File: config.mk
export PLATFORM = sky130hd
export DESIGN_NAME = rd_burst_scheduler
export DESIGN_NICKNAME = d
export VERILOG_FILES = /design/src/rtl/rd_path_pkg.sv /design/src/rtl/rd_cmd_fifo.sv /design/src/rtl/rd_burst_scheduler.sv
export SDC_FILE = /design/constraint.sdc
export NUM_CORES = 1
export LEC_CHECK = 0
export BUFFER_PORTS_ARGS = -buffer_cell sky130_fd_sc_hd__buf_4
export CAP_MARGIN = 20
export CELL_PAD_IN_SITES_DETAIL_PLACEMENT = 2
export CELL_PAD_IN_SITES_GLOBAL_PLACEMENT = 2
export CORE_MARGIN = 4
export CORE_UTILIZATION = 43
export DETAILED_ROUTE_END_ITERATION = 12
export PLACE_DENSITY_LB_ADDON = 0.1
export SKIP_LAST_GASP = 1
export SLEW_MARGIN = 20
export SYNTH_ARGS = -nofsm -noshare
export SYNTH_HDL_FRONTEND = slang
export SYNTH_SLANG_ARGS = --single-unit
File: constraint.sdc
create_clock -name clk_i -period 5.8 [get_ports clk_i]
set_input_delay 0.58 -clock clk_i [delete_from_list [all_inputs] [get_ports clk_i]]
set_output_delay 0.58 -clock clk_i [all_outputs]
set_load 0.02 [all_outputs]
File: src/rtl/rd_path_pkg.sv
`default_nettype none
// ----------------------------------------------------------------------------
// rd_path_pkg : shared types, BL codes and window-length helper for the read path
// Revision 1.0
// ----------------------------------------------------------------------------
package rd_path_pkg;

   typedef enum logic [1:0] {
      IDLE  = 2'd0,
      WAIT  = 2'd1,
      BURST = 2'd2
   } state_e;

   localparam logic [1:0] BL16 = 2'b00;
   localparam logic [1:0] BL8  = 2'b01;
   localparam logic [1:0] BC8  = 2'b10;

   localparam int WIN_W = 4;

   typedef struct packed {
      logic [2:0] pre;
      logic [1:0] bl;
      logic       post;
      logic       crc_en;
      logic       crc_mode;
   } rd_sett_t;

   // Read window in clk cycles; the reserved code behaves like BL16.
   function automatic logic [WIN_W-1:0] win_len(input logic [1:0] bl, input logic crc);
      logic [WIN_W-1:0] w;
      case (bl)
         BL16:     w = 4'd8;
         BL8, BC8: w = 4'd4;
         default:  w = 4'd8;
      endcase
      return w + {3'b000, crc};
   endfunction

endpackage
`default_nettype wire

File: src/rtl/rd_cmd_fifo.sv
`default_nettype none
// ----------------------------------------------------------------------------
// rd_cmd_fifo : synchronous FIFO holding scheduled read commands
// Revision 1.0
// ----------------------------------------------------------------------------
module rd_cmd_fifo #(
   parameter int DEPTH = 4,
   parameter int WIDTH = 8
) (
   input  logic             clk_i,
   input  logic             reset_n_i,
   input  logic             flush_i,
   input  logic             push_i,
   input  logic             pop_i,
   input  logic [WIDTH-1:0] data_i,
   output logic [WIDTH-1:0] head_o,
   output logic             full_o,
   output logic             empty_o
);

   localparam int PTR_W = (DEPTH > 1) ? $clog2(DEPTH) : 1;
   localparam int CNT_W = $clog2(DEPTH + 1);

   logic [WIDTH-1:0] mem_q [DEPTH];
   logic [PTR_W-1:0] wr_ptr_q;
   logic [PTR_W-1:0] rd_ptr_q;
   logic [CNT_W-1:0] cnt_q;
   logic             w_push;
   logic             w_pop;

   function automatic logic [PTR_W-1:0] ptr_inc(input logic [PTR_W-1:0] p);
      return (p == PTR_W'(DEPTH - 1)) ? '0 : p + PTR_W'(1);
   endfunction

   assign full_o  = (cnt_q == CNT_W'(DEPTH));
   assign empty_o = (cnt_q == '0);
   assign w_push  = push_i & ~full_o;
   assign w_pop   = pop_i & ~empty_o;
   assign head_o  = mem_q[rd_ptr_q];

   always_ff @(posedge clk_i) begin
      if (w_push) mem_q[wr_ptr_q] <= data_i;
   end

   always_ff @(posedge clk_i or negedge reset_n_i) begin
      if (!reset_n_i) begin
         wr_ptr_q <= '0;
         rd_ptr_q <= '0;
         cnt_q    <= '0;
      end else if (flush_i) begin
         wr_ptr_q <= '0;
         rd_ptr_q <= '0;
         cnt_q    <= '0;
      end else begin
         if (w_push) wr_ptr_q <= ptr_inc(wr_ptr_q);
         if (w_pop)  rd_ptr_q <= ptr_inc(rd_ptr_q);
         if (w_push && !w_pop)      cnt_q <= cnt_q + CNT_W'(1);
         else if (w_pop && !w_push) cnt_q <= cnt_q - CNT_W'(1);
      end
   end

endmodule
`default_nettype wire

File: src/rtl/rd_burst_scheduler.sv
`default_nettype none
// ----------------------------------------------------------------------------
// rd_burst_scheduler : queues read commands and drives the DFI read window
// Revision 1.0
// ----------------------------------------------------------------------------
module rd_burst_scheduler
   import rd_path_pkg::*;
#(
   parameter int DEPTH = 4,
   parameter int LAT_W = 6,
   parameter int TS_W  = 8
) (
   input  logic             clk_i,
   input  logic             reset_n_i,
   input  logic             en_i,
   input  logic             rd_req_i,
   output logic             rd_gnt_o,
   input  logic [2:0]       pre_amble_i,
   input  logic [1:0]       bl_i,
   input  logic             post_amble_i,
   input  logic             read_crc_en_i,
   input  logic             phy_crc_mode_i,
   input  logic [LAT_W-1:0] rd_latency_i,
   input  logic             ovf_i,
   output logic             dfi_rddata_en_o,
   output logic [2:0]       pre_amble_sett_o,
   output logic [1:0]       bl_o,
   output logic             post_amble_sett_o,
   output logic             read_crc_enable_o,
   output logic             phy_crc_mode_o,
   output logic             seamless_o,
   output logic             q_full_o,
   output logic             busy_o,
   output logic             err_o
);

   typedef struct packed {
      rd_sett_t         sett;
      logic [WIN_W-1:0] win;
      logic [TS_W-1:0]  start;
   } entry_t;

   localparam int ENTRY_W = $bits(entry_t);

   state_e           state_q, state_d;
   logic [TS_W-1:0]  now_q;
   logic [TS_W-1:0]  last_end_q;
   rd_sett_t         sett_q;
   logic [WIN_W-1:0] cnt_q, cnt_d;
   logic             dfi_en_q, dfi_en_d;
   logic             seam_q, seam_d;
   logic             err_q;

   entry_t           w_push_entry;
   entry_t           w_head;
   logic             w_fifo_full;
   logic             w_fifo_empty;
   logic             w_grant;
   logic             w_pop;
   logic             w_late;
   logic [LAT_W-1:0] w_lat;
   logic [TS_W-1:0]  w_req_time;
   logic [TS_W-1:0]  w_start_diff;
   logic [TS_W-1:0]  w_start;
   logic [WIN_W-1:0] w_win;
   logic [TS_W-1:0]  w_now_p1;
   logic [TS_W-1:0]  w_late_diff;
   logic             w_head_due;

   assign w_grant    = rd_req_i & ~w_fifo_full & en_i;
   assign w_lat      = (rd_latency_i < LAT_W'(2)) ? LAT_W'(2) : rd_latency_i;
   assign w_req_time = now_q + TS_W'(w_lat);
   assign w_win      = win_len(bl_i, read_crc_en_i);
   assign w_now_p1   = now_q + TS_W'(1);

   // Modular compare: last_end is only meaningful while something is queued or in flight.
   assign w_start_diff = w_req_time - last_end_q;
   assign w_start = ((w_fifo_empty && !dfi_en_q) || !w_start_diff[TS_W-1]) ? w_req_time : last_end_q;

   assign w_head_due  = (w_head.start == w_now_p1);
   assign w_late_diff = w_now_p1 - w_head.start;

   assign w_push_entry.sett.pre      = pre_amble_i;
   assign w_push_entry.sett.bl       = bl_i;
   assign w_push_entry.sett.post     = post_amble_i;
   assign w_push_entry.sett.crc_en   = read_crc_en_i;
   assign w_push_entry.sett.crc_mode = phy_crc_mode_i;
   assign w_push_entry.win           = w_win;
   assign w_push_entry.start         = w_start;

   rd_cmd_fifo #(
      .DEPTH (DEPTH),
      .WIDTH (ENTRY_W)
   ) u_cmd_fifo (
      .clk_i     (clk_i),
      .reset_n_i (reset_n_i),
      .flush_i   (~en_i),
      .push_i    (w_grant),
      .pop_i     (w_pop),
      .data_i    (w_push_entry),
      .head_o    (w_head),
      .full_o    (w_fifo_full),
      .empty_o   (w_fifo_empty)
   );

   // Decisions are made one cycle ahead so the registered window rises exactly at head.start.
   always_comb begin
      state_d  = state_q;
      dfi_en_d = dfi_en_q;
      seam_d   = seam_q;
      cnt_d    = cnt_q;
      w_pop    = 1'b0;
      w_late   = 1'b0;
      unique case (state_q)
         IDLE, WAIT: begin
            if (!w_fifo_empty) begin
               if (w_head_due) begin
                  w_pop    = 1'b1;
                  dfi_en_d = 1'b1;
                  seam_d   = 1'b0;
                  cnt_d    = w_head.win;
                  state_d  = BURST;
               end else begin
                  state_d = WAIT;
                  w_late  = !w_late_diff[TS_W-1] && (w_late_diff != '0);
               end
            end else begin
               state_d = w_grant ? WAIT : IDLE;
            end
         end
         BURST: begin
            cnt_d = cnt_q - WIN_W'(1);
            if (cnt_q == WIN_W'(1)) begin
               if (!w_fifo_empty && w_head_due) begin
                  w_pop  = 1'b1;
                  cnt_d  = w_head.win;
                  seam_d = 1'b1;
               end else begin
                  dfi_en_d = 1'b0;
                  seam_d   = 1'b0;
                  state_d  = (!w_fifo_empty || w_grant) ? WAIT : IDLE;
               end
            end
         end
         default: state_d = IDLE;
      endcase
   end

   always_ff @(posedge clk_i or negedge reset_n_i) begin
      if (!reset_n_i) begin
         state_q    <= IDLE;
         now_q      <= '0;
         last_end_q <= '0;
         sett_q     <= '0;
         cnt_q      <= '0;
         dfi_en_q   <= 1'b0;
         seam_q     <= 1'b0;
         err_q      <= 1'b0;
      end else if (!en_i) begin
         state_q  <= IDLE;
         dfi_en_q <= 1'b0;
         seam_q   <= 1'b0;
         err_q    <= 1'b0;
      end else begin
         now_q    <= w_now_p1;
         state_q  <= state_d;
         cnt_q    <= cnt_d;
         dfi_en_q <= dfi_en_d;
         seam_q   <= seam_d;
         err_q    <= err_q | ovf_i | w_late;
         if (w_grant) last_end_q <= w_start + TS_W'(w_win);
         if (w_pop)   sett_q     <= w_head.sett;
      end
   end

   assign rd_gnt_o          = w_grant;
   assign dfi_rddata_en_o   = dfi_en_q;
   assign pre_amble_sett_o  = sett_q.pre;
   assign bl_o              = sett_q.bl;
   assign post_amble_sett_o = sett_q.post;
   assign read_crc_enable_o = sett_q.crc_en;
   assign phy_crc_mode_o    = sett_q.crc_mode;
   assign seamless_o        = seam_q;
   assign q_full_o          = w_fifo_full;
   assign busy_o            = ~w_fifo_empty | dfi_en_q;
   assign err_o             = err_q;

endmodule
`default_nettype wire

Word level (Yosys, flattened, before mapping). Memory sizes are Yosys's and may differ from the RTL's. Cells that the tools add are included. Widths: inputs -> output; s select.

Add/sub/neg operators: 11. Magnitude comparators: 1. Equal/unequal tests: 19. Multiplexer cells: 47. Bitwise logic cells: 9. Reduce and logical (&&, ||, !) cells: 25.

Operator list (number): $mux 2 (11); $mux 1 (21); $mux 4 (5); $sub 8x8->8 (2); $ne 3x3->1 const B (4); $mux 3 (3); $add 8x1->8 const B (1); $add 8x4->8 (1); $add 8x6->8 (1); $eq 2x2->1 const B (4); $eq 8x8->1 (1); $mux 8 (1); $pmux 4 s2 (1); $reduce_and 4->1 (2); $reduce_bool 8->1 (1); $logic_not 1->1 (6); $lt 6x2->1 const B (1); $mux 6 (1); $ne 3x1->1 const B (2); $pmux 1 s2 (3); $reduce_and 2->1 (3); $logic_and 1x1->1 (5); $reduce_and 5->1 (1); $add 2x1->2 const B (2); other kinds (18) (29).

Flip-flop bits (word level): 40. Memory bits (writable): 80. Input bits: 19. Output and inout bits: 14. Word-level logic and storage cells: 128. Memories kept: 1.

Memories: u_cmd_fifo.mem_q (words 4, bits a word 20, rd ports 1, clocked after Yosys merged registers in 0, write ports 1, line rd_cmd_fifo.sv:24) `logic [WIDTH-1:0] mem_q [DEPTH];`.

Depth between registers and ports, before layout. Gate-level depths: netlist of the first run.

Word-level depth: 11. Mapped depth: 27. Depth with buffers taken out: 27.

Cells and area by module. A second synthesis of the first run with hierarchy kept.

Cells, all modules: 461. Area, all modules: 6122.1 µm².

Modules (own cells, without submodules): rd_cmd_fifo (instances 1, cells each 165, area an instance 3447.1 µm², seq. area each 2577.5 µm²); rd_burst_scheduler (instances 1, cells each 296, area an instance 2675.1 µm², seq. area each 825.8 µm²).

Worst setup path before layout of the first run. OpenSTA, ideal clock, no wires.

Path type: input-to-reg. Start: input port rd_latency_i[5]. End: register last_end_q[6]. Setup time: 0.145 ns. Data arrival time: 5.274 ns. Path slack: 0.381 ns. Cell stages on the path: 27. Path buffers: 0. Path through: nor4_1 a21boi_0 ha_1 inv_1 fa_1 nor2b_1 o21ai_0 a21oi_1 o21ai_0 nor3b_1 nor2_1 ha_1 a21oi_1 o21ai_0 a21oi_1 xnor2_1 xor2_1 nor2_1 mux2_2 ha_1 ha_1 a21o_1 a21oi_1 nor2_1 xor2_1 o21ai_0 a21oi_1.

Cells in the longest elaborated chain, start to end: 8.

Ends and longest elaborated chain: from (decl) (line rd_burst_scheduler.sv:23) `input logic [LAT_W-1:0] rd_latency_i,`; $lt 6x2->1 (line rd_burst_scheduler.sv:71) `assign w_lat = (rd_latency_i < LAT_W'(2)) ? LAT_W'(2) : rd_latency_i;`; $mux 6 * (line rd_burst_scheduler.sv:71); $add 8x6->8 * (line rd_burst_scheduler.sv:72) `assign w_req_time = now_q + TS_W'(w_lat);`; $sub 8x8->8 (line rd_burst_scheduler.sv:77) `assign w_start_diff = w_req_time - last_end_q;`; $logic_not 1->1 (line rd_burst_scheduler.sv:78) `assign w_start = ((w_fifo_empty && !dfi_en_q) || !w_start_diff[TS_W-1]) ? w_req_time : last_end_q;`; $logic_or 1x1->1 (line rd_burst_scheduler.sv:78); $mux 8 * (line rd_burst_scheduler.sv:78); named net u_cmd_fifo.data_i[0] (line rd_cmd_fifo.sv:15) `input logic [WIDTH-1:0] data_i,`; $add 8x4->8 * (line rd_burst_scheduler.sv:171) `if (w_grant) last_end_q <= w_start + TS_W'(w_win);`; to (signal assigned) (line rd_burst_scheduler.sv:171); to (decl) (line rd_burst_scheduler.sv:47) `logic [TS_W-1:0] last_end_q;`.

The timed path passes the listed nets; every way through them passes the cells marked *. A chain may end at the register's enable or synchronous reset.

Final worst setup path of the first run.
Start: input port rd_latency_i[5]. End: register last_end_q[7].

Same word-level chain as after synthesis.

==> results of run 1 <==
## cells by family after synthesis
family / count (synthesis) / synth area share, %
multiplexers: 32 / 9.98
XOR/XNOR: 33 / 5.70
adder cells (fa/ha/maj): 33 / 7.58
flip-flops: 112 / 56.0
buffers and inverters: 46 / 3.28
AND/OR/NAND/NOR: 104 / 8.78
AO/OA/AOI/OAI: 78 / 8.65
## flip-flops by register name (all words and copies together) (netlist names)
name                 flops
bl_o                     2
dfi_rddata_en_o          1
cnt_q                    4
seamless_o               1
post_amble_sett_o        1
phy_crc_mode_o           1
u_cmd_fifo.wr_ptr_q      2
now_q                    8
u_cmd_fifo.mem_q        72
read_crc_enable_o        1
last_end_q               8
err_o                    1
state_q                  2
pre_amble_sett_o         3
u_cmd_fifo.rd_ptr_q      2
u_cmd_fifo.cnt_q         3
## worst paths after layout
check | start | endpoint | slack [ns] | cells past startpoint
hold / removal | reset_n_i | now_q[3] | 0.23 | 1
max in group asynchronous | reset_n_i | bl_o[0] | 5.17 | 1
min in group clk_i | pre_amble_i[2] | u_cmd_fifo.mem_q[1][19] | 0.42 | 1
setup reg to reg | now_q[0] | last_end_q[7] | 0.35 | 25
setup / recovery | rd_latency_i[5] | last_end_q[7] | 0.26 | 27
hold reg to reg | read_crc_enable_o | read_crc_enable_o | 0.49 | 1
## layout make-up
| class | instances | area (um2) |
|---|---|---|
| Tap cell | 172 | 215 |
| Clock inverter | 7 | 91.3 |
| Sequential cell | 112 | 3160 |
| Multi-Input combinational cell | 280 | 2360 |
| Timing Repair Buffer | 41 | 308 |
| Inverter | 34 | 128 |
| Clock buffer | 9 | 225 |
| Fill cell | 1264 | 6230 |
## power by group
| part | switching, uW | internal (uW) |
|---|---|---|
| Sequential | 127 | 1090 |
| Combinational | 1030 | 747 |
| Clock | 306 | 345 |
| Total | 1470 | 2190 |
## metrics by stage
stage / TNS [ns] / setup WS, ns / util [%] / power (uW)
6_report: 0 / 0.264 / 51.0 / 3650
5_1_grt: -0.262 / -0.126 / 51.0 / 3940
4_1_cts: 0 / 0.0671 / 50.6 / 3610
3_5_place_dp: -1.45 / -0.436 / 48.0 / 2940
3_3_place_gp: 0 / 0.00983 / 48.0 / 2820
2_1_floorplan: 0 / 0.381 / - / 2300
## per-layer routing
metal,up-vias,global-route usage (%),part of all wire (%)
met4,0,4.83,1.2
li1,1678,-,-
met3,10,5.12,3.3
met1,1933,26.7,43
met5,-,0,0
met2,52,37.2,53
## placed cells by master, fill, tap and decap left out, types with 3 or more instances in the layout
master | netlist | final
nor3_1 | 10 | 9
xnor2_1 | 18 | 17
a21o_1 | 8 | 8
ha_1 | 31 | 30
nand2_1 | 32 | 32
mux2_2 | 14 | 14
nor2_1 | 27 | 26
a21oi_1 | 22 | 20
buf_4 | 1 | 41
o21ai_0 | 21 | 19
inv_1 | 33 | 33
nand3_1 | 9 | 9
edfxtp_1 | 72 | 72
a31oi_1 | 3 | 3
dfrtp_1 | 40 | 40
mux4_2 | 18 | 18
nor2b_1 | 5 | 5
a211oi_1 | 4 | 3
and2_1 | 5 | 5
xor2_1 | 13 | 13
clkbuf_16 | 0 | 9
## synth_stat cells, drive strengths merged, types with 3 or more instances
cell type | instances | area [um2]
nand3 | 9 | 45.0
dfrtp | 40 | 1000
mux2 | 14 | 158
xnor2 | 19 | 185
a211oi | 4 | 30.0
inv | 33 | 124
a31oi | 3 | 18.8
a21oi | 22 | 110
buf | 5 | 31.3
xor2 | 13 | 114
nor2 | 28 | 108
o21ai | 23 | 115
mux4 | 18 | 405
nand2 | 33 | 131
nor2b | 5 | 31.3
nor3b | 3 | 22.5
edfxtp | 72 | 2160
a21o | 8 | 60.1
a21boi | 3 | 22.5
clkbuf | 7 | 26.3
nor3 | 10 | 50.1
ha | 31 | 388
and2 | 5 | 31.3
o31ai | 3 | 27.5
## repair_timing
| action | CTS | global route |
|---|---|---|
| gates resized for setup | 2 | 14 |
| endpoints found under the hold margin | 0 | 0 |
| setup endpoints to repair | 3 | 5 |
| pin swaps | 0 | 1 |
==> impl_results.md, run 1 <==
- Final hold vios: 0
- Vias after detailed routing: 3,673
- Req. time, crit path: just over 6 ns
- Distinct cells, synth: 52
- Longest Clk Path Bufs: 2
- H-tree depth: 3
- Final Setup Violations: 0
- Highest Clock Rate: around 0.18 GHz
- WHS: approximately 0.23 ns
- Residual DRC count: 0
- Worst setup EP type: flop
- Worst path buffer plus inverter count: 3
- Fin cells: 655
- HPWL after DPL: around 11 mm
- Initial Util: between 40 and 50%
- Drt pass-1 iters: 4
- Cells after Synth: 438
- Core ar.: ~13,000 um2
- Root buffer cell: clkbuf_16
- Die X: 123 um
- Worst Path Max Fanout: 5
- CTS tree: done
- Chip Height: 123 um
- NumNets Final: 530
- Area Overhead vs Synth: 15.0%
- PortBufs: 32
- PD cells: around 560 nW/um2
- Clk sink count: ~110
- Pleak: 0.00261 uW
- Routed WL: 14.8 mm
- Total clock buffers created by CTS: 9
- Seq cells post-synth: 112
- Synth warnings: 0
- Placed Area: 6110 um2
- Pin count of the biggest net entering global routing: 41
- Critical path class: input pin to flop
- WP data arrival: 5.77 ns
- Number of flops mapped to enable cells by yosys: 72
- Vias per cell: 5.61
- Post-CTS Setup Repair Bufs: 0
- Worst-Margin Slew: 1.04 ns
- Register area share after synthesis: 56.0%
- Antenna Cells: 0
- Clock slew at reported path FFs: 0.08 ns
- Antenna violations before repair: 0
- Worst rel slew slack: between 30% and 40%
- Max-cap viol count: 0
- Main synth FF type: edfxtp_1
- Fin area: 6490 um2
- Maximum VDD drop: 0.000276 V
- Rows: 41
- First-pass GRT wire length: between 20 and 25 mm
- Fraction of layout cells with a size suffix above 1: a little over a fifth
- Syn Area/Cell: 12.9 um2
- Status: complete, no violations
- Final period util: around 95%
- Total GRT Usage: 21.2%
- 1st-iter DRT viols: 206
- Net count after synthesis: 490
- Worst stage delay on the critical path: 0.40 ns
- Synthesized cell area: 5640 um2
- Clock Skew: a little over 0.007 ns
- Cell total after placement: 639
- Post-route ant nets: 0
- Vias in the first global route: 4,287
- Cell family with most CP delay: compound AO/OA/AOI/OAI gates
- Min-delay worst type: input pin to async pin
- I/O pin cnt: 33
- Routed WL per cell: 22.6 um
- Synth async-reset ratio: about 36%
- Hold-fix buffers at CTS: 0
- Congestion Overflow GR: 0
- Full die area: 15,000 um2
- Crit-path slowest cell: fa_1
- Fin crit period: approximately 5.5 ns
- Count of pins over their slew limit: 0
- Startpoint Class: input pin
- Clock latency on the worst-skew pair: 0.35 ns
- RePlAce Congestion: 0.797
Note: power is estimated with default switching activity, not from simulation.
==> run 2, diff against run 1 <==
CELL_PAD_IN_SITES_DETAIL_PLACEMENT = not set   (was 2)
CELL_PAD_IN_SITES_GLOBAL_PLACEMENT = not set   (was 2)
CORE_UTILIZATION = 50   (was 43)
HOLD_SLACK_MARGIN = 0.15   (was not set)
PLACE_DENSITY = 0.68   (was not set)
PLACE_DENSITY_LB_ADDON = not set   (was 0.1)
TNS_END_PERCENT = 50   (was not set)
==> run 2 against run 1 <==
- clock skew grew 0.0018 ns
- first-iteration DRC count rose by 1.9%
- non-clock buffer count decreased by 4
- hold slack got worse by 0.0014 ns
- flip-flop and latch count is the same
- wire length decreased by 25%
- via count decreased by 6.3%
- combinational power down 12%
- sequential share of layout area rose by 0.77 points
- register-to-register slack improved by 0.11 ns
- utilization grew 7.4 points
- critical path type unchanged
- largest power group unchanged
- highest routed layer unchanged
==> impl_results.md, run 2 (same netlist as run 1, synthesis figures left out) <==
- Status: complete, no violations
- Chip Height: 114 um (-6.8%)
- Worst R2R End: last_end_q[7]
- Cell Int Power: 2110 uW (-3.4%)
- Final period util: 93.1% (-2.3 points)
- Commonest non-fill, non-tap cell in the layout: edfxtp_1
- Post-route ant nets: 0 (unchanged)
- Fin crit period: 5.40 ns (-0.135 ns)
- Routed WL: 11.1 mm (-25%)
- Comb power frac: 46.0% (-2.7 points)
- Place WS: -0.159 ns (+0.276 ns)
- Pin count of the biggest net entering global routing: 41 (unchanged)
- WP data arrival: 5.63 ns (-0.14 ns)
- Vias per cell: 5.56 (-0.90%)
- Leading registers by flop count: u_cmd_fifo.mem_q (72), last_end_q (8), now_q (8)
- Area Overhead vs Synth: 13.2%
- Antenna violations before repair: 0 (unchanged)
- Root buffer cell: clkbuf_16
- Longest Clk Path Bufs: 2 (unchanged)
- Req. time, crit path: 6.03 ns (about the same)
- Final Setup Violations: 0 (unchanged)
- Net Switching: 1310 uW (-11%)
- Die X: 114 um (-6.8%)
- Worst path buffer plus inverter count: 3 (unchanged)
- Clk sink count: 112 (unchanged)
- Setup TNS: 0 ns (unchanged)
- NumNets Final: 526 (-0.75%)
- RR Startpoint: now_q[0]
- Clk pwr share: 18.8% (+1.0 points)
- Critical path class: input pin to flop
- PortBufs: 32 (unchanged)
- Maximum VDD drop: 0.000253 V (-8.4%)
- 1st-iter DRT viols: 210 (+1.9%)
- Worst-Margin Slew: 0.965 ns (-0.0767 ns)
- H-tree depth: 3 (unchanged)
- Max-cap viol count: 0 (unchanged)
- Sequential Power Share: 35.3% (+1.9 points)
- Cell family with most CP delay: compound AO/OA/AOI/OAI gates
- Worst setup EP type: flop
- Startpoint Class: input pin
- Core ar.: 10,900 um2 (-14%)
- Full die area: 13,100 um2 (-13%)
- Final hold vios: 0 (unchanged)
- Routed WL per cell: 17.9 um (-21%)
- Initial Util: 51.6% (+7.2 points)
- Drt pass-1 iters: 4 (unchanged)
- Reg2Reg Depth: 25 (unchanged)
- Final Core Density: 58.4% (+7.4 points)
- Commonest non-fill, non-tap cells in the layout: edfxtp_1, dfrtp_1, buf_4, inv_1, nand2_1
- Total clock buffers created by CTS: 9 (unchanged)
- RePlAce Congestion: 0.858 (+7.7%)
- First-pass GRT wire length: 18.1 mm (-23%)
- Congestion Overflow GR: 0 (unchanged)
- Fraction of layout cells with a size suffix above 1: 20.5% (-1.5 points)
- Worst Path Max Fanout: 9 (+4)
- Clock slew at reported path FFs: 0.08 ns (about the same)
- Final Power: 3420 uW (-6.3%)
- Worst rel slew slack: 35.6% (+5.1 points)
- Crit-path slowest cell: fa_1
- Count of pins over their slew limit: 0 (unchanged)
- I/O pin cnt: 33 (unchanged)
- Vias in the first global route: 3,425 (-20%)
- HPWL after DPL: 7.59 mm (-29%)
- R2R setup slack: 0.46 ns (+0.11 ns)
- Min-delay worst type: input pin to async pin
- CTS tree: done
- WHS: 0.226 ns (-0.00143 ns)
- Antenna Cells: 0 (unchanged)
- Max reg flops: 72 (unchanged)
- Highest Clock Rate: 0.185 GHz (+2.5%)
- Setup slack after layout: 0.399 ns (+0.135 ns)
- Biggest register: u_cmd_fifo.mem_q
- Rows: 38 (-7.3%)
- Worst stage delay on the critical path: 0.43 ns (+0.03 ns)
- Residual DRC count: 0 (unchanged)
- PD cells: 536 nW/um2 (-4.8%)
- Sw Ratio: 38.3% (-1.9 points)
- Total GRT Usage: 18.2% (-3.0 points)
- CP most frequent cell: ha_1
- Vias after detailed routing: 3,440 (-6.3%)
- Clock latency on the worst-skew pair: 0.35 ns (about the same)
- Pleak: 0.00258 uW (-1.0%)
- Clock Skew: 0.00899 ns (+0.00185 ns)
==> run 2: worst register-to-register path, delay by kind of cell, from the launching register on <==
| family | cells | cell delay [ns] |
|---|---|---|
| adders and majority gates | 4 | 1.32 |
| muxes | 2 | 0.62 |
| and+or+nand+nor | 6 | 0.70 |
| AOI/OAI and AO/OA | 8 | 1.18 |
| xor gates and xnor gates | 3 | 0.68 |
| buffers and inverters | 2 | 0.26 |
| DFF | 1 | 0.48 |
==> run 2: worst max path at each step <==
| stage | endpoint | startpoint | depth (start not counted) |
|---|---|---|---|
| 2_1_floorplan | last_end_q[6] | rd_latency_i[5] | 27 |
| 3_3_place_gp | last_end_q[6] | rd_latency_i[5] | 29 |
| 3_5_place_dp | last_end_q[7] | rd_latency_i[5] | 28 |
| 4_1_cts | last_end_q[7] | rd_latency_i[5] | 28 |
| 5_1_grt | last_end_q[7] | rd_latency_i[5] | 28 |
| 6_report | last_end_q[7] | rd_latency_i[4] | 28 |
==> run 2: layout make-up <==
cell class	count	area (um2)
Inverter	34	128
Multi-Input combinational cell	280	2330
Timing Repair Buffer	37	278
Fill cell	901	4550
Clock buffer	9	225
Clock inverter	7	87.6
Tap cell	140	175
Sequential cell	112	3160
==> run 2: routing by layer <==
metal  vias to the layer above  global-route usage, %  part of all wire (%)
li1                       1675                      -                     -
met1                      1686                   25.5                    47
met2                        66                   28.5                    48
met3                        13                   4.65                   3.6
met4                         0                   4.91                   1.4
met5                         -                      0                     0
==> run 2: per-stage QoR <==
| step | instance area, um2 | cells |
|---|---|---|
| global placement | 6020 | 601 |
| finish | 6390 | 619 |
| global route | 6390 | 619 |
| CTS | 6340 | 617 |
| floorplan | 5640 | 438 |
| detailed placement | 6020 | 601 |
==> run 2: what timing repair did <==
item / in CTS / in global routing
buffers inserted: 0 / 2
setup endpoints to repair: 0 / 5
hold buffers: 0 / 0
resized for setup: 0 / 8
==> run 2: power groups by stage <==
stage          Combinational [uW]  Sequential, uW  Clock, uW
2_1_floorplan                1090            1210          0
3_3_place_gp                 1430            1220          0
3_5_place_dp                 1480            1220          0
4_1_cts                      1490            1210        659
5_1_grt                      1770            1230        694
6_report                     1570            1210        642
==> run 3, diff against run 2 <==
clock period = 5.4 ns   (was 5.8 ns; I/O delays follow)
==> run 3 against run 2 <==
- non-clock buffer count rose by 19
- sequential share of layout area fell by 1.1 points
- first-iteration DRC count fell by 1.4%
- combinational power rose by 23%
- critical path type unchanged
- critical endpoint is now last_end_q[6]
==> impl_results.md, run 3 (same netlist as run 1, synthesis figures left out) <==
- Req. time, crit path: 5.62 ns (-0.41 ns)
- Commonest non-fill, non-tap cells in the layout: edfxtp_1, buf_4, dfrtp_1, inv_1, nand2_1
- Vias after detailed routing: 3,554 (+3.3%)
- Worst setup EP type: flop
- Count of pins over their slew limit: 0 (unchanged)
- Startpoint Class: input pin
- PD cells: 595 nW/um2 (+11%)
- Total GRT Usage: 17.9% (-0.27 points)
- Die X: 114 um (unchanged)
- Final Setup Violations: 0 (unchanged)
- Drt pass-1 iters: 4 (unchanged)
- Routed WL per cell: 17.5 um (-2.3%)
- Congestion Overflow GR: 0 (unchanged)
- Chip Height: 114 um (unchanged)
- Status: complete, no violations
- WP data arrival: 5.28 ns (-0.35 ns)
- Clock Skew: 0.00952 ns (+0.000526 ns)
- Longest Clk Path Bufs: 2 (unchanged)
- HPWL after DPL: 7.59 mm (about the same)
- Root buffer cell: clkbuf_16
- Final hold vios: 0 (unchanged)
- Footprint of the multi-input gates: 2340 um2 (+0.27%)
- Rows: 38 (unchanged)
- H-tree depth: 3 (unchanged)
- Setup slack after layout: 0.337 ns (-0.0621 ns)
- I/O pin cnt: 33 (unchanged)
- RePlAce Congestion: 0.849 (-1.1%)
- Critical path class: input pin to flop
- NumNets Final: 545 (+3.6%)
- Reg2Reg Depth: 26 (+4.0%)
- Residual DRC count: 0 (unchanged)
- Worst-Margin Slew: 0.973 ns (+0.00713 ns)
- Fin crit period: 5.06 ns
- Final period util: 93.8%
- Commonest non-fill, non-tap cell in the layout: edfxtp_1
- PortBufs: 32 (unchanged)
- R2R setup slack: 0.50 ns (+0.04 ns)
- Total clock buffers created by CTS: 9 (unchanged)
- Highest Clock Rate: 0.198 GHz
- Routed WL: 11.2 mm (+0.68%)
- Worst R2R End: last_end_q[6]
- Post-route ant nets: 0 (unchanged)
- Max-cap viol count: 0 (unchanged)
- Clock latency on the worst-skew pair: 0.35 ns (about the same)
- Fraction of layout cells with a size suffix above 1: 23.9% (+3.4 points)
- Maximum VDD drop: 0.000327 V (+29%)
- Biggest register: u_cmd_fifo.mem_q
- Antenna violations before repair: 0 (unchanged)
- Min-delay worst type: input pin to async pin
- Clk sink count: 112 (unchanged)
- Core ar.: 10,900 um2 (unchanged)
- Cell total after placement: 621 (+3.3%)
- First-pass GRT wire length: 17.8 mm (-1.7%)
- Max reg flops: 72 (unchanged)
- Area Overhead vs Synth: 15.7%
- Pin count of the biggest net entering global routing: 41 (unchanged)
- Antenna Cells: 0 (unchanged)
- Clock slew at reported path FFs: 0.08 ns (about the same)
- Pleak: 0.00267 uW (+3.4%)
- Setup TNS: 0 ns (unchanged)
- CTS tree: done
- Full die area: 13,100 um2 (unchanged)
- Fin cells: 638 (+3.1%)
- Worst Path Max Fanout: 5 (-4)
- Place WS: -0.325 ns (-0.165 ns)
- Worst rel slew slack: 35.2% (-0.48 points)
- Storage cell area: 3160 um2 (unchanged)
- Vias in the first global route: 3,486 (+1.8%)
- Leading registers by flop count: u_cmd_fifo.mem_q (72), last_end_q (8), now_q (8)
- 1st-iter DRT viols: 207 (-1.4%)
- Initial Util: 51.6% (unchanged)
- RR Startpoint: now_q[0]
- Vias per cell: 5.57 (+0.24%)
- Layout fillers: 862 (-4.3%)
run 3: stage by stage:
stage	hold WS, ns	power, uW	utilization [%]	cell area (um2)
after floorplan	0.244	2480	-	5640
after global placement	0.462	3080	56.5	6170
after global routing	0.214	4150	59.7	6530
after detailed placement	0.472	3130	56.5	6170
after CTS	0.193	3820	59.3	6480
final	0.182	3880	59.7	6530
run 3: power by group:
group          switching [uW]  internal [uW]
Clock                     306            365
Sequential                113           1170
Combinational            1020            907
Total                    1440           2450
run 3: final cells by class:
class	instances	share of cell area, %
Clock inverter	7	1.25
Inverter	34	1.95
Tap cell	140	2.68
Clock buffer	9	3.45
Timing Repair Buffer	56	6.44
Multi-Input combinational cell	280	35.8
Sequential cell	112	48.4
run 3: worst max-delay path: stages:
cell	delay (ns)
buf_4	0.12
nor4_2	0.26
or2_2	0.16
inv_1	0.05
fa_1	0.38
nor2b_1	0.17
o21ai_2	0.08
a21oi_2	0.16
o21ai_1	0.08
a21boi_1	0.20
nor2_1	0.09
ha_1	0.29
a21oi_1	0.14
o21ai_0	0.12
a21oi_2	0.19
xnor2_2	0.11
xor2_1	0.17
nor2_2	0.27
mux2_2	0.39
ha_1	0.22
ha_1	0.20
a21o_1	0.18
a21oi_1	0.15
buf_4	0.15
nor2_1	0.05
xor2_1	0.13
o21ai_0	0.14
a21oi_1	0.09
run 3: worst max path at each step:
stage	depth (start not counted)	slack, ns	from	end
after global placement	27	-0.12	rd_latency_i[5]	last_end_q[7]
after CTS	27	0.03	rd_latency_i[5]	last_end_q[7]
after detailed placement	27	-0.32	rd_latency_i[5]	last_end_q[7]
final	28	0.34	rd_latency_i[5]	last_end_q[6]
after floorplan	27	0.02	rd_latency_i[5]	last_end_q[6]
after global routing	28	-0.006	rd_latency_i[5]	last_end_q[6]
run 3: repair_timing:
| item | 4_1_cts | 5_1_grt |
|---|---|---|
| buffers inserted | 0 | 1 |
| endpoints found under the setup margin | 0 | 6 |
| hold buffers | 0 | 0 |
| endpoints found under the hold margin | 0 | 0 |
| resized for setup | 0 | 12 |
run 3: routing by layer:
| layer | part of all wire [%] | up-vias | GRT usage (%) |
|---|---|---|---|
| met3 | 3.9 | 10 | 4.81 |
| met1 | 46 | 1773 | 24.3 |
| met4 | 0.91 | 0 | 3.72 |
| met2 | 49 | 48 | 29.3 |
| li1 | - | 1723 | - |
| met5 | 0 | - | 0 |
